$ cat config.mk
export PLATFORM = sky130hd
export DESIGN_NAME = packet_framer
export DESIGN_NICKNAME = d
export VERILOG_FILES = /design/src/rtl/app_pkg.sv /design/src/rtl/crc8_serial.sv /design/src/rtl/packet_framer.sv
export SDC_FILE = /design/constraint.sdc
export NUM_CORES = 1
export LEC_CHECK = 0
export ABC_AREA = 1
export CORE_ASPECT_RATIO = 1.75
export CORE_MARGIN = 5
export CORE_UTILIZATION = 40
export DETAILED_ROUTE_END_ITERATION = 8
export REMOVE_ABC_BUFFERS = 1
export SETUP_SLACK_MARGIN = 0.05
export SYNTH_ARGS = -nofsm -noshare
export SYNTH_HDL_FRONTEND = slang
export SYNTH_SLANG_ARGS = --single-unit
export TNS_END_PERCENT = 20
$ cat constraint.sdc
create_clock -name clk -period 1.79 [get_ports clk]
set_input_delay 0.179 -clock clk [delete_from_list [all_inputs] [get_ports clk]]
set_output_delay 0.179 -clock clk [all_outputs]
set_load 0.03 [all_outputs]
$ cat src/rtl/app_pkg.sv
// rtl/app_pkg.sv - framer states, transmitter status codes and the CRC-8 reference function
package app_pkg;

  typedef enum logic [2:0] {
    IDLE,
    CRC,
    WAIT_AVAIL,
    START,
    WAIT_RES,
    REPORT
  } framer_state_t;

  localparam logic [1:0] ERR_BUSY = 2'b11;
  localparam logic [1:0] ERR_OK   = 2'b00;
  localparam logic [1:0] ERR_NAK  = 2'b01;
  localparam logic [1:0] ERR_FAIL = 2'b10;

  localparam logic [7:0] HEADER_BYTE = 8'h3c;

  // MSB-first CRC-8, init 0, no reflection, no final XOR
  function automatic logic [7:0] crc8(input logic [31:0] data, input logic [7:0] poly);
    logic [7:0] c;
    c = 8'h00;
    for (int i = 31; i >= 0; i--) begin
      if (c[7] ^ data[i]) c = {c[6:0], 1'b0} ^ poly;
      else                c = {c[6:0], 1'b0};
    end
    return c;
  endfunction

endpackage

$ cat src/rtl/crc8_serial.sv
// rtl/crc8_serial.sv - bit-serial CRC-8, one message bit per enabled cycle, MSB first
module crc8_serial
  import app_pkg::*;
#(
  parameter logic [7:0] POLY = 8'h07
) (
  input  logic       clk,
  input  logic       rst,
  input  logic       start,
  input  logic       en,
  input  logic       bit_in,
  output logic [7:0] crc
);

  logic [7:0] r_crc;

  always_ff @(posedge clk) begin
    if (rst || start) begin
      r_crc <= 8'h00;
    end else if (en) begin
      r_crc <= {r_crc[6:0], 1'b0} ^ ({8{r_crc[7] ^ bit_in}} & POLY);
    end
  end

  assign crc = r_crc;

endmodule

$ cat src/rtl/packet_framer.sv
// rtl/packet_framer.sv - frames a 32-bit word as {header, payload, crc8} and drives the transmit handshake
// Optional resend on NAK/error/timeout is enabled by defining FRAMER_RETRY_EN.
module packet_framer
  import app_pkg::*;
#(
  parameter int          N_PKT       = 48,
  parameter logic [7:0]  HEADER      = HEADER_BYTE,
  parameter logic [7:0]  CRC_POLY    = 8'h07,
  parameter int          MAX_RETRY   = 3,
  parameter logic [31:0] TIMEOUT_CYC = 32'h000f_ffff
) (
  input  logic             clk,
  input  logic             rst,
  input  logic [31:0]      in_data,
  input  logic             in_valid,
  output logic             in_ready,
  output logic [N_PKT-1:0] data2send,
  output logic             start_tx,
  input  logic             avail_tx,
  input  logic [1:0]       err_code_tx,
  output logic             done,
  output logic             fail,
  output logic [1:0]       retry_cnt
);

  framer_state_t    r_state;
  logic [31:0]      r_payload;
  logic [31:0]      r_to_cnt;
  logic [4:0]       r_bit_cnt;
  logic             r_first;
  logic             r_in_ready;
  logic             r_start_tx;
  logic             r_done;
  logic             r_fail;
  logic [N_PKT-1:0] r_data;

  logic       w_accept;
  logic       w_crc_en;
  logic       w_crc_bit;
  logic [7:0] w_crc;
  logic       w_res_valid;
  logic       w_timeout;

`ifdef FRAMER_RETRY_EN
  localparam logic [1:0] LP_MAX_RETRY = 2'(MAX_RETRY);
  logic [1:0] r_retry;
  assign retry_cnt = r_retry;
`else
  assign retry_cnt = 2'b00;
`endif

  assign w_accept    = (r_state == IDLE) && in_valid;
  assign w_crc_en    = (r_state == CRC);
  assign w_crc_bit   = r_payload[5'd31 - r_bit_cnt];
  // the first WAIT_RES cycle still carries the transmitter's stale status
  assign w_res_valid = !r_first && (err_code_tx != ERR_BUSY);
  assign w_timeout   = (r_to_cnt == TIMEOUT_CYC - 32'd1);

  crc8_serial #(
    .POLY(CRC_POLY)
  ) u_crc (
    .clk   (clk),
    .rst   (rst),
    .start (w_accept),
    .en    (w_crc_en),
    .bit_in(w_crc_bit),
    .crc   (w_crc)
  );

  always_ff @(posedge clk) begin
    if (rst) begin
      r_state    <= IDLE;
      r_payload  <= 32'h0;
      r_to_cnt   <= 32'h0;
      r_bit_cnt  <= 5'd0;
      r_first    <= 1'b0;
      r_in_ready <= 1'b1;
      r_start_tx <= 1'b0;
      r_done     <= 1'b0;
      r_fail     <= 1'b0;
      r_data     <= '0;
`ifdef FRAMER_RETRY_EN
      r_retry    <= 2'b00;
`endif
    end else begin
      case (r_state)
        IDLE: begin
          if (in_valid) begin
            r_payload  <= in_data;
            r_bit_cnt  <= 5'd0;
            r_in_ready <= 1'b0;
            r_state    <= CRC;
          end
        end
        CRC: begin
          r_bit_cnt <= r_bit_cnt + 5'd1;
          if (r_bit_cnt == 5'd31) r_state <= WAIT_AVAIL;
        end
        WAIT_AVAIL: begin
          // reloading on resends is harmless: payload and CRC are unchanged
          r_data <= N_PKT'({HEADER, r_payload, w_crc});
          if (avail_tx) begin
            r_start_tx <= 1'b1;
            r_state    <= START;
          end
        end
        START: begin
          r_start_tx <= 1'b0;
          r_first    <= 1'b1;
          r_to_cnt   <= 32'h0;
          r_state    <= WAIT_RES;
        end
        WAIT_RES: begin
          r_first  <= 1'b0;
          r_to_cnt <= r_to_cnt + 32'd1;
          if (w_res_valid && (err_code_tx == ERR_OK)) begin
            r_done  <= 1'b1;
            r_state <= REPORT;
          end else if (w_res_valid || w_timeout) begin
`ifdef FRAMER_RETRY_EN
            if (r_retry < LP_MAX_RETRY) begin
              r_retry <= r_retry + 2'd1;
              r_state <= WAIT_AVAIL;
            end else begin
              r_fail  <= 1'b1;
              r_state <= REPORT;
            end
`else
            r_fail  <= 1'b1;
            r_state <= REPORT;
`endif
          end
        end
        REPORT: begin
          r_done     <= 1'b0;
          r_fail     <= 1'b0;
          r_in_ready <= 1'b1;
`ifdef FRAMER_RETRY_EN
          r_retry    <= 2'b00;
`endif
          r_state    <= IDLE;
        end
        default: r_state <= IDLE;
      endcase
    end
  end

  assign in_ready  = r_in_ready;
  assign data2send = r_data;
  assign start_tx  = r_start_tx;
  assign done      = r_done;
  assign fail      = r_fail;

endmodule
### After elaboration in Yosys (flattened, before gate mapping)

Index checks and enable logic that the tools add are counted.

| storage, ports and cells | value |
|---|---|
| register bits after elaboration | 126 |
| input bits | 38 |
| output and inout port bits | 54 |

| operators by class | value |
|---|---|
| $add $sub $neg | 3 |
| order comparisons | 1 |
| equality and inequality tests | 15 |
| multiplexer cells | 21 |
| bitwise operators | 2 |
| reductions and logical operators | 20 |

Operators by type and width:

| kind | count |
|---|---|
| case mux 32 bit (2 select lines) | 1 |
| adder 32 x 1 -> 32 bit (second input constant) | 1 |
| equality test 32 x 20 -> 1 bit (second input constant) | 1 |
| two-way mux 3 bit | 5 |
| case mux 3 bit (5 select lines) | 1 |
| inequality test 2 bit (second input constant) | 7 |
| case mux 1 bit (2 select lines) | 5 |
| case mux 5 bit (2 select lines) | 1 |
| AND reduction 2 bit | 5 |
| nonzero test 2 bit | 5 |
| XOR 8 x 3 -> 8 bit | 1 |
| equality test 3 x 2 -> 1 bit (second input constant) | 2 |
| equality test 3 bit (second input constant) | 2 |
| < comparator 5 x 6 -> 1 bit (second input constant) | 1 |
| two-way mux 1 bit | 6 |
| adder 5 x 1 -> 5 bit (second input constant) | 1 |
| binary-select mux 1 bit (select 5 bit) | 1 |
| equality test 5 bit (second input constant) | 1 |
| two-way mux 5 bit | 1 |
| subtractor 5 bit (first input constant) | 1 |
| AND reduction 4 bit | 1 |
| equality test 3 x 1 -> 1 bit (second input constant) | 1 |
| logical AND 1 bit | 3 |
| zero test 3 bit | 1 |
| 6 further kinds | 7 |

### Depth between registers and ports, before layout

Gate-level depths: netlist (run 1).

| depth | value |
|---|---|
| depth after elaboration | 6 |
| gate-level depth with buffers | 16 |
| depth with buffers taken out | 14 |

### Cells and area by module

Synthesis (run 1) repeated with hierarchy kept, for this count alone.

| unflattened totals | value |
|---|---|
| cell total of the unflattened synthesis | 816 |
| area total of the unflattened synthesis | 5695.5 um^2 |

Modules (own cells, without submodules):

| module | times used | cells an instance | area an instance (um^2) |
|---|---|---|---|
| packet_framer | 1 | 767 | 5335.1 |
| crc8_serial | 1 | 49 | 360.3 |

### Worst setup path after synthesis (run 1)

No wires, ideal clock.

| timing | value |
|---|---|
| path kind | register to register |
| start point | register r_to_cnt[0] |
| end point | register r_to_cnt[30] |
| library setup time | 0.132 ns |
| data arrival time | 1.432 ns |
| required time | 1.658 ns |
| path slack | 0.226 ns |
| stages on the path, launching flop included | 9 |
| path buffers | 0 |
| clock period less this slack | 1.564 ns |
| cells stage by stage | dfxtp_1 > ha_1 > nand4_2 > nor2_2 > nand4_1 > nor2_2 > nand4_1 > nor3_1 > nor3b_2 |

| on the way | value |
|---|---|
| cells in the longest elaborated chain, start to end | 2 |

RTL lines:

| item | RTL line | RTL |
|---|---|---|
| start: declaration | packet_framer.sv:28 | `logic [31:0] r_to_cnt;` |
| start signal: assignment | packet_framer.sv:115 | `r_to_cnt <= r_to_cnt + 32'd1;` |
| adder 32 x 1 -> 32 bit | packet_framer.sv:115 |  |
| case mux 32 bit (2 select lines) | packet_framer.sv:86 | `case (r_state)` |

Every way passes these cells.
A chain may end at the register's enable or synchronous reset.

### Worst setup path in the final report (run 1)

| timing | value |
|---|---|
| start point | register r_to_cnt[1] |
| end point | register r_to_cnt[30] |

The elaborated chain is that of the path after synthesis.

==> results of run 1 <==
cell type report:
type | count | area [µm²]
fill | 1360 | 6290
multi-input combinational | 523 | 2630
sequential | 126 | 2540
timing repair buffer | 120 | 1160
clock buffer | 19 | 443
inverter | 99 | 380
clock inverter | 13 | 236
tap | 177 | 221
timing repair inverter | 1 | 7.51
worst paths after layout:
| check | startpoint | endpoint | slack, ns | depth (start not counted) |
|---|---|---|---|---|
| worst max-delay path | r_to_cnt[1] | r_to_cnt[30] | -0.02 | 8 |
| worst min-delay path | rst | r_to_cnt[1] | 0.15 | 2 |
| worst max register to register | r_to_cnt[1] | r_to_cnt[30] | -0.02 | 8 |
| worst min register to register | data2send[6] | data2send[6] | 0.44 | 2 |
cell usage in the layout, fill, tap and decap left out, drive strengths merged, types with 2 or more instances in the layout:
cell,n
clkinvlp,3
a211oi,3
bufinv,6
ha,4
a22oi,5
nand3,55
nor3,22
nor2,28
a21oi,113
clkdlybuf4s50,84
clkbuf,19
o22ai,3
conb,6
inv,98
nand4,12
nand2,193
a311oi,3
o31ai,2
dfxtp,126
or2,2
clkinv,6
nor4,4
buf,36
nor3b,2
o21ai,62
metal layers:
layer / GRT usage, % / vias to the layer above
met4: 9.44 / 0
met2: 36.5 / 143
met1: 19.5 / 2554
met5: 0 / -
met3: 4.00 / 45
li1: - / 2787
worst reg2reg max path, stage by stage (launching register included):
cell,delay (ns)
dfxtp_2,0.36
ha_4,0.17
nand4_4,0.14
nor2_4,0.15
nand4_1,0.18
nor2_4,0.21
nand4_1,0.16
nor3_2,0.25
nor3b_2,0.06
cells by family (layout without fill, tap and decap cells):
logic type	count (synthesis)	count (layout)
other cells	1	6
buf+inv	147	252
flops	126	126
fa+ha+maj	4	4
simple gates	319	319
compound gates	194	194
what timing repair did:
action | in CTS | in global routing
cloned | 0 | 1
resized for setup | 5 | 26
pin swaps | 0 | 5
setup buffers | 0 | 4
endpoints found under the setup margin | 9 | 21
where the power goes:
group	leakage (µW)	internal (µW)	switching (µW)	total, µW
registers	0.00103	3310	363	3680
clock network	0.000328	2660	1300	3960
logic	0.00138	1230	2010	3240
metrics by stage:
stage                     total power (µW)   TNS, ns  instance area [µm²]
after floorplan                       5540    -25.68                 5450
after global placement                6890         0                 6800
after detailed placement              6930   -0.0473                 6800
after CTS                            10900  -0.00736                 7500
after global routing                 11400    -0.217                 7610
final                                10900   -0.0225                 7610
registers in the layout (all words and copies together) (netlist names):
name / flops
data2send: 41
done: 1
fail: 1
in_ready: 1
r_bit_cnt: 5
r_first: 1
r_payload: 32
r_state: 3
r_to_cnt: 32
start_tx: 1
u_crc.crc: 8
==> results_dict.tcl, run 1 <==
set metrics [dict create \
    synth_top_family_by_area "simple AND/OR/NAND/NOR gates" \
    fp.dieH_um 168 \
    synth_top_area_share_pct 44.5 \
    antenna_found_initial 0 \
    drv_cap 0 \
    synth-main-ff-cell "dfxtp_1" \
    fin_ws_ns -0.0225 \
    postRouteAntennaNets 0 \
    async_flop_share_pct 0 \
    ys_top_cells_by_count "189 x nand2_1, 126 x dfxtp_1, 113 x a21oi_1, 89 x inv_1, 60 x o21ai_0" \
    status "finished with violations" \
    routedWlPerCell_um 15.1 \
    gp_congestion 0.933 \
    endpoint_kind "register" \
    synthXorXnorAreaFrac_pct 0 \
    first_pass_iters 4 \
    synth-simple-area-share_pct 25.7 \
    crit_type "reg -> reg" \
    clk_pin_slew_ns 0.06 \
    die_area_um2 16800 \
    wl_met1_mm 6.11 \
    path_max_fanout 4 \
    p_leak_uw 0.00273 \
    ir_drop_v 0.000645 \
    required_ns 2.07 \
    muxShareOfSynthArea_pct 0 \
    cts_tree "done" \
    routed_wl_mm 16.3 \
    dp_hpwl_mm 11.5 \
    holdBufCountCts 0 \
    clkLatencyLatePin_ns 0.42 \
    synth_area_leader_cell "dfxtp_1" \
    start_kind "register" \
    final_util_pct 54.7 \
    cts.sinks 126 \
    synth.most_common_cell "nand2_1" \
    period_share_pct 101 \
    max_freq_mhz 552 \
    placed_cells 1041 \
    finClkSkew_ns 0.00934 \
    yosysUniqueCellTypes 40 \
    syn-cell-area_um2 5670 \
    synth_area_leaders "dfxtp_1 44%, nand2_1 13%, a21oi_1 10%" \
    nNetsFinal 930 \
    cpPeakStageDelay_ns 0.36 \
    top_layer_used "met4" \
    grt_pass1_vias 5499 \
    core_region_area_um2 13900 \
    whs_ns 0.154 \
    critPathArrivalTime_ns 2.09 \
    cp_slowest_cell "dfxtp_2" \
    grt_max_degree 70 \
    num_antenna_cells 0 \
    fp-row-count 57 \
    clock_path_buffers 2 \
    avgSynthCellArea_um2 7.17 \
    drv_slew 0 \
    powerDensity_nw_per_um2 1430 \
    overflow 0 \
    via_count 5529 \
    wl_met2_mm 8.93 \
    synthToLayoutAreaGrowth_pct 34.2 \
    grt_pass1_wl_mm 26.2 \
    rsz0062_at_grt "yes" \
    cp_top_family "simple AND/OR/NAND/NOR gates" \
    synth_adder_area_share_pct 0.882 \
    cts_root_buf "clkbuf_16" \
    netlist_instances 791 \
    routed_via_density 5.13 \
    path_cells "ha_4 > nand4_4 > nor2_4 > nand4_1 > nor2_4 > nand4_1 > nor3_2 > nor3b_2" \
    synth_compound_gate_area_share_pct 18.0 \
    h-tree-depth 4 \
    finalSetupViolCount 1 \
    period_needed_ns 1.81 \
    grtUsageTotal_pct 19.3 \
    numCtsBuffers 17 \
    synth-seq-area-share_pct 44.5 \
    hold_viol_final 0 \
    met3_length_um 662 \
    drc 0 \
    path_buf_inv 0 \
    start_util_pct 40.8 \
    violations "negative setup slack" \
    layout.cells.non_filler 1078 \
    drtIter0Drc 276 \
    synth_edf_count 0 \
    post-place-ws_ns -0.0393 \
    die_w_um 100 \
    hold_path_class "in -> reg" \
    synth_seq_cells 126 \
    ios 92 \
    portBuffers 85 \
    drive_gt1_share_pct 13.4 \
    yosysWarnings 0 \
]
Note: power is estimated with default switching activity, not from simulation.
==> inputs of run 2 (changes only) <==
--- a/config.mk
+++ b/config.mk
@@ -7,7 +7,7 @@
 export LEC_CHECK = 0
 export ABC_AREA = 1
 export CORE_ASPECT_RATIO = 1.75
-export CORE_MARGIN = 5
+export CORE_MARGIN = 2
 export CORE_UTILIZATION = 40
 export DETAILED_ROUTE_END_ITERATION = 8
 export REMOVE_ABC_BUFFERS = 1
==> results_dict.tcl, run 2 (same netlist as run 1, synthesis figures left out) <==
set metrics [dict create \
    reg2reg_to "r_to_cnt[29]" \
    p_int_uw 6620 \
    powerDensity_nw_per_um2 1360 \
    grt_max_degree 70 \
    max_freq_mhz 599 \
    ios 92 \
    status "finished clean" \
    multi_input_area_um2 2690 \
    start_kind "register" \
    largest_register_ff_count 41 \
    die_area_um2 15200 \
    synthToLayoutAreaGrowth_pct 33.9 \
    grt_pass1_wl_mm 25.7 \
    endpoint_kind "output port" \
    clock_path_buffers 2 \
    die_w_um 94.0 \
    rsz0062_at_grt "yes" \
    core_region_area_um2 13900 \
    via_count 5507 \
    routed_wl_mm 15.7 \
    drtIter0Drc 206 \
    path_buf_inv 1 \
    drv_slew 0 \
    overflow 0 \
    seq_power_share_pct 35.5 \
    power.clock.fraction_pct 33.2 \
    period_share_pct 93.3 \
    first_pass_iters 4 \
    holdBufCountCts 0 \
    p_leak_uw 0.00278 \
    routedWlPerCell_um 14.5 \
    cpPeakStageDelay_ns 0.70 \
    nNetsFinal 934 \
    whs_ns 0.155 \
    fp-row-count 57 \
    fp.dieH_um 162 \
    gp_congestion 0.900 \
    seqCellArea_um2 2540 \
    cts.sinks 126 \
    sw_frac_of_total_pct 36.1 \
    antenna_found_initial 0 \
    crit_start "data2send[42]" \
    dpl_cell_area_um2 6800 \
    h-tree-depth 4 \
    crit_path_end "data2send[44]" \
    path_cells "clkdlybuf4s50_1" \
    portBuffers 85 \
    start_util_pct 40.8 \
    tns_ns 0 \
    clk_pin_slew_ns 0.06 \
    reg2reg_depth 9 \
    crit_type "reg -> out" \
    numCtsBuffers 17 \
    dp_hpwl_mm 11.4 \
    pwr-share-comb_pct 31.2 \
    cts_tree "done" \
    worst-path-stages 1 \
    drv_cap 0 \
    cp_top_family "buffers and inverters" \
    num_antenna_cells 0 \
    period_needed_ns 1.67 \
    final.fill_count 1402 \
    required_ns 1.61 \
    routed_via_density 5.09 \
    hold_viol_final 0 \
    ir_drop_v 0.000623 \
    final_area_um2 7600 \
    final_cell_mix "189 x nand2_1, 116 x dfxtp_1, 113 x a21oi_1" \
    path_max_fanout 5 \
    grtUsageTotal_pct 21.5 \
    drive_gt1_share_pct 14.3 \
    finalSetupViolCount 0 \
    cp_slowest_cell "clkdlybuf4s50_1" \
    clkLatencyLatePin_ns 0.42 \
    r2r_start "r_to_cnt[3]" \
    hold_path_class "in -> reg" \
    reg2reg_slack_ns 0.13 \
    layout_commonest_cell "nand2_1" \
    drc 0 \
    switchingPower_uw 3730 \
    cts_root_buf "clkbuf_16" \
    critPathArrivalTime_ns 1.49 \
    grt_pass1_vias 5428 \
    finClkSkew_ns 0.00859 \
    postRouteAntennaNets 0 \
]
[run 2: repair_timing]
item | 4_1_cts | 5_1_grt
setup endpoints to repair | 12 | 23
resized for setup | 7 | 35
pin swaps | 1 | 9
buffers inserted | 0 | 5
cloned | 0 | 1
[run 2: how the worst min path moves through the flow]
| stage | depth (start not counted) | from | to |
|---|---|---|---|
| final | 2 | rst | done |
| after global routing | 2 | rst | data2send[42] |
| after CTS | 2 | rst | r_payload[9] |
| after detailed placement | 2 | data2send[36] | data2send[36] |
| after global placement | 2 | data2send[28] | data2send[28] |
| after floorplan | 1 | rst | data2send[42] |
[run 2: final cells by class]
| cell class | count | area share, % |
|---|---|---|
| inverter | 99 | 5.01 |
| tap | 177 | 2.92 |
| timing repair inverter | 1 | 0.0988 |
| timing repair buffer | 124 | 15.4 |
| sequential | 126 | 33.5 |
| clock inverter | 14 | 2.09 |
| clock buffer | 18 | 5.65 |
| multi-input combinational | 523 | 35.4 |
[run 2: layer usage]
layer  wire [µm]  global-route usage, %  vias up
met4         381                   8.96        0
met1        5800                   21.8     2562
met2        8880                   41.0      133
li1            -                      -     2782
met3         640                   4.71       30
met5           0                      0        -
[run 2: through the flow]
step	cells	utilization, %	setup slack (ns)	power [µW]
after floorplan	748	-	-0.777	5540
after global placement	1044	48.9	-0.0938	6860
after detailed placement	1044	48.9	-0.0863	6920
after CTS	1076	53.4	0.0223	10400
after global routing	1082	54.6	0.0229	10900
final	1082	54.6	0.120	10300
[run 2: power by group through the flow]
stage               Combinational (µW)  Sequential (µW)  Clock, µW
finish                            3230             3680       3440
detailed placement                3210             3710          0
global placement                  3170             3690          0
floorplan                         1290             4250          0
global route                      3560             3740       3620
CTS                               3220             3650       3500
==> inputs of run 3 (changes only) <==
--- a/config.mk
+++ b/config.mk
@@ -10,6 +10,7 @@
 export CORE_MARGIN = 2
 export CORE_UTILIZATION = 40
 export DETAILED_ROUTE_END_ITERATION = 8
+export GPL_TIMING_DRIVEN = 0
 export REMOVE_ABC_BUFFERS = 1
 export SETUP_SLACK_MARGIN = 0.05
 export SYNTH_ARGS = -nofsm -noshare
==> results_dict.tcl, run 3 (same netlist as run 1, synthesis figures left out) <==
set metrics [dict create \
    status "finished clean" \
    grt_pass1_vias 5433 \
    endpoint_kind "register" \
    routedWlPerCell_um 15.6 \
    antenna_found_initial 0 \
    max_freq_mhz 589 \
    rsz0062_at_grt "yes" \
    finClkSkew_ns 0.00834 \
    grt_pass1_wl_mm 26.4 \
    numCtsBuffers 17 \
    synthToLayoutAreaGrowth_pct 35.0 \
    path_max_fanout 5 \
    postRouteAntennaNets 0 \
    num_antenna_cells 0 \
    overflow 0 \
    routed_via_density 5.18 \
    largest_register_ff_count 41 \
    whs_ns 0.171 \
    nNetsFinal 920 \
    fp-row-count 57 \
    r2r_start "r_to_cnt[9]" \
    die_w_um 94.0 \
    portBuffers 85 \
    drtIter0Drc 248 \
    finalSetupViolCount 0 \
    reg2reg_depth 9 \
    cts_root_buf "clkbuf_16" \
    grt_busiest_layer "met2" \
    start_util_pct 40.8 \
    via_count 5537 \
    critPathArrivalTime_ns 2.00 \
    layout_commonest_cell "nand2_1" \
    met1_usage_pct 23.4 \
    ios 92 \
    hold_viol_final 0 \
    crit_start "r_to_cnt[9]" \
    final.fill_count 1363 \
    dpl_cell_area_um2 6570 \
    max_slew.worst_pin.slew_ns 0.526 \
    hold_path_class "in -> reg" \
    post-place-ws_ns -0.940 \
    fin_ws_ns 0.0929 \
    cts_tree "done" \
    routed_wl_mm 16.7 \
    die_area_um2 15200 \
    layout.cells.non_filler 1068 \
    hold_path.startpoint "rst" \
    met2_usage_pct 41.9 \
    start_kind "register" \
    clk_pin_slew_ns 0.06 \
    core_region_area_um2 13900 \
    drc 0 \
    dp_hpwl_mm 10.5 \
    drv_slew 0 \
    first_pass_iters 7 \
    final_area_um2 7660 \
    cts.sinks 126 \
    drv_cap 0 \
    powerDensity_nw_per_um2 1450 \
    finalPower_uw 11100 \
    grt_max_degree 43 \
    fp.dieH_um 162 \
    crit_path_end "r_to_cnt[28]" \
    h-tree-depth 4 \
    grtUsageTotal_pct 21.8 \
    placed_cells 1012 \
    clkLatencyLatePin_ns 0.41 \
    ir_drop_v 0.000727 \
    drive_gt1_share_pct 14.0 \
    clock_path_buffers 2 \
    crit_type "reg -> reg" \
    gp_congestion 0.880 \
    required_ns 2.09 \
    period_needed_ns 1.70 \
    reg2reg_slack_ns 0.09 \
    period_share_pct 94.8 \
    p_leak_uw 0.00271 \
    maxSlewHeadroom_pct 64.9 \
    use_met3_pct 3.92 \
    final_cell_mix "186 x nand2_1, 114 x dfxtp_1, 113 x a21oi_1" \
    reg2reg_to "r_to_cnt[28]" \
]
[run 3: worst min-delay path by stage]
stage	to	slack (ns)	depth (start not counted)
after floorplan	data2send[42]	0.25	1
after global placement	data2send[20]	0.43	2
after detailed placement	data2send[14]	0.44	2
after CTS	r_payload[7]	0.17	2
after global routing	r_payload[30]	0.18	2
final	r_payload[7]	0.17	2
[run 3: metal layers]
| metal | wire [µm] | share of wire [%] |
|---|---|---|
| met1 | 6520 | 39 |
| met2 | 9430 | 56 |
| met3 | 541 | 3.2 |
| met4 | 228 | 1.4 |
| met5 | 0 | 0 |
[run 3: critical path: stages (launching register included)]
cell and delay (ns):
dfxtp_1 0.41, nand2_1 0.07, nor2_1 0.19, inv_1 0.12
nor3_2 0.20, nand3_2 0.14, nor2_4 0.15, nand3_1 0.11
o21ai_1 0.14, a21oi_1 0.05
[run 3: where the power goes]
group	leakage (µW)	switching [µW]	internal (µW)	total, µW
sequential	0.00103	423	3320	3740
combinational	0.00136	2210	1290	3500
clock	0.000321	1350	2510	3850
[run 3: stage by stage]
| stage | TNS (ns) | utilization [%] |
|---|---|---|
| after floorplan | -25.68 | - |
| after global placement | -260.65 | 46.9 |
| after detailed placement | -32.40 | 47.2 |
| after CTS | -0.0388 | 53.2 |
| after global routing | -0.0697 | 55.1 |
| final | 0 | 55.1 |
[run 3: area by class of cell]
cell class | instances | area [µm²] | area share, %
multi-input cells | 527 | 2790 | 36.4
flip-flops and latches | 126 | 2550 | 33.2
repair buffers | 106 | 1040 | 13.6
clock buffers | 18 | 429 | 5.60
inverters | 99 | 395 | 5.16
clock inverters | 14 | 229 | 2.99
well taps | 177 | 221 | 2.89
repair inverters | 1 | 7.51 | 0.0980
[run 3: timing repair]
action | 4_1_cts | 5_1_grt
cloned | 3 | 2
gates resized for setup | 34 | 35
endpoints found under the hold margin | 0 | 0
setup endpoints to repair | 112 | 59
buffers inserted | 4 | 15
pin swaps | 8 | 11
hold buffers | 0 | 0
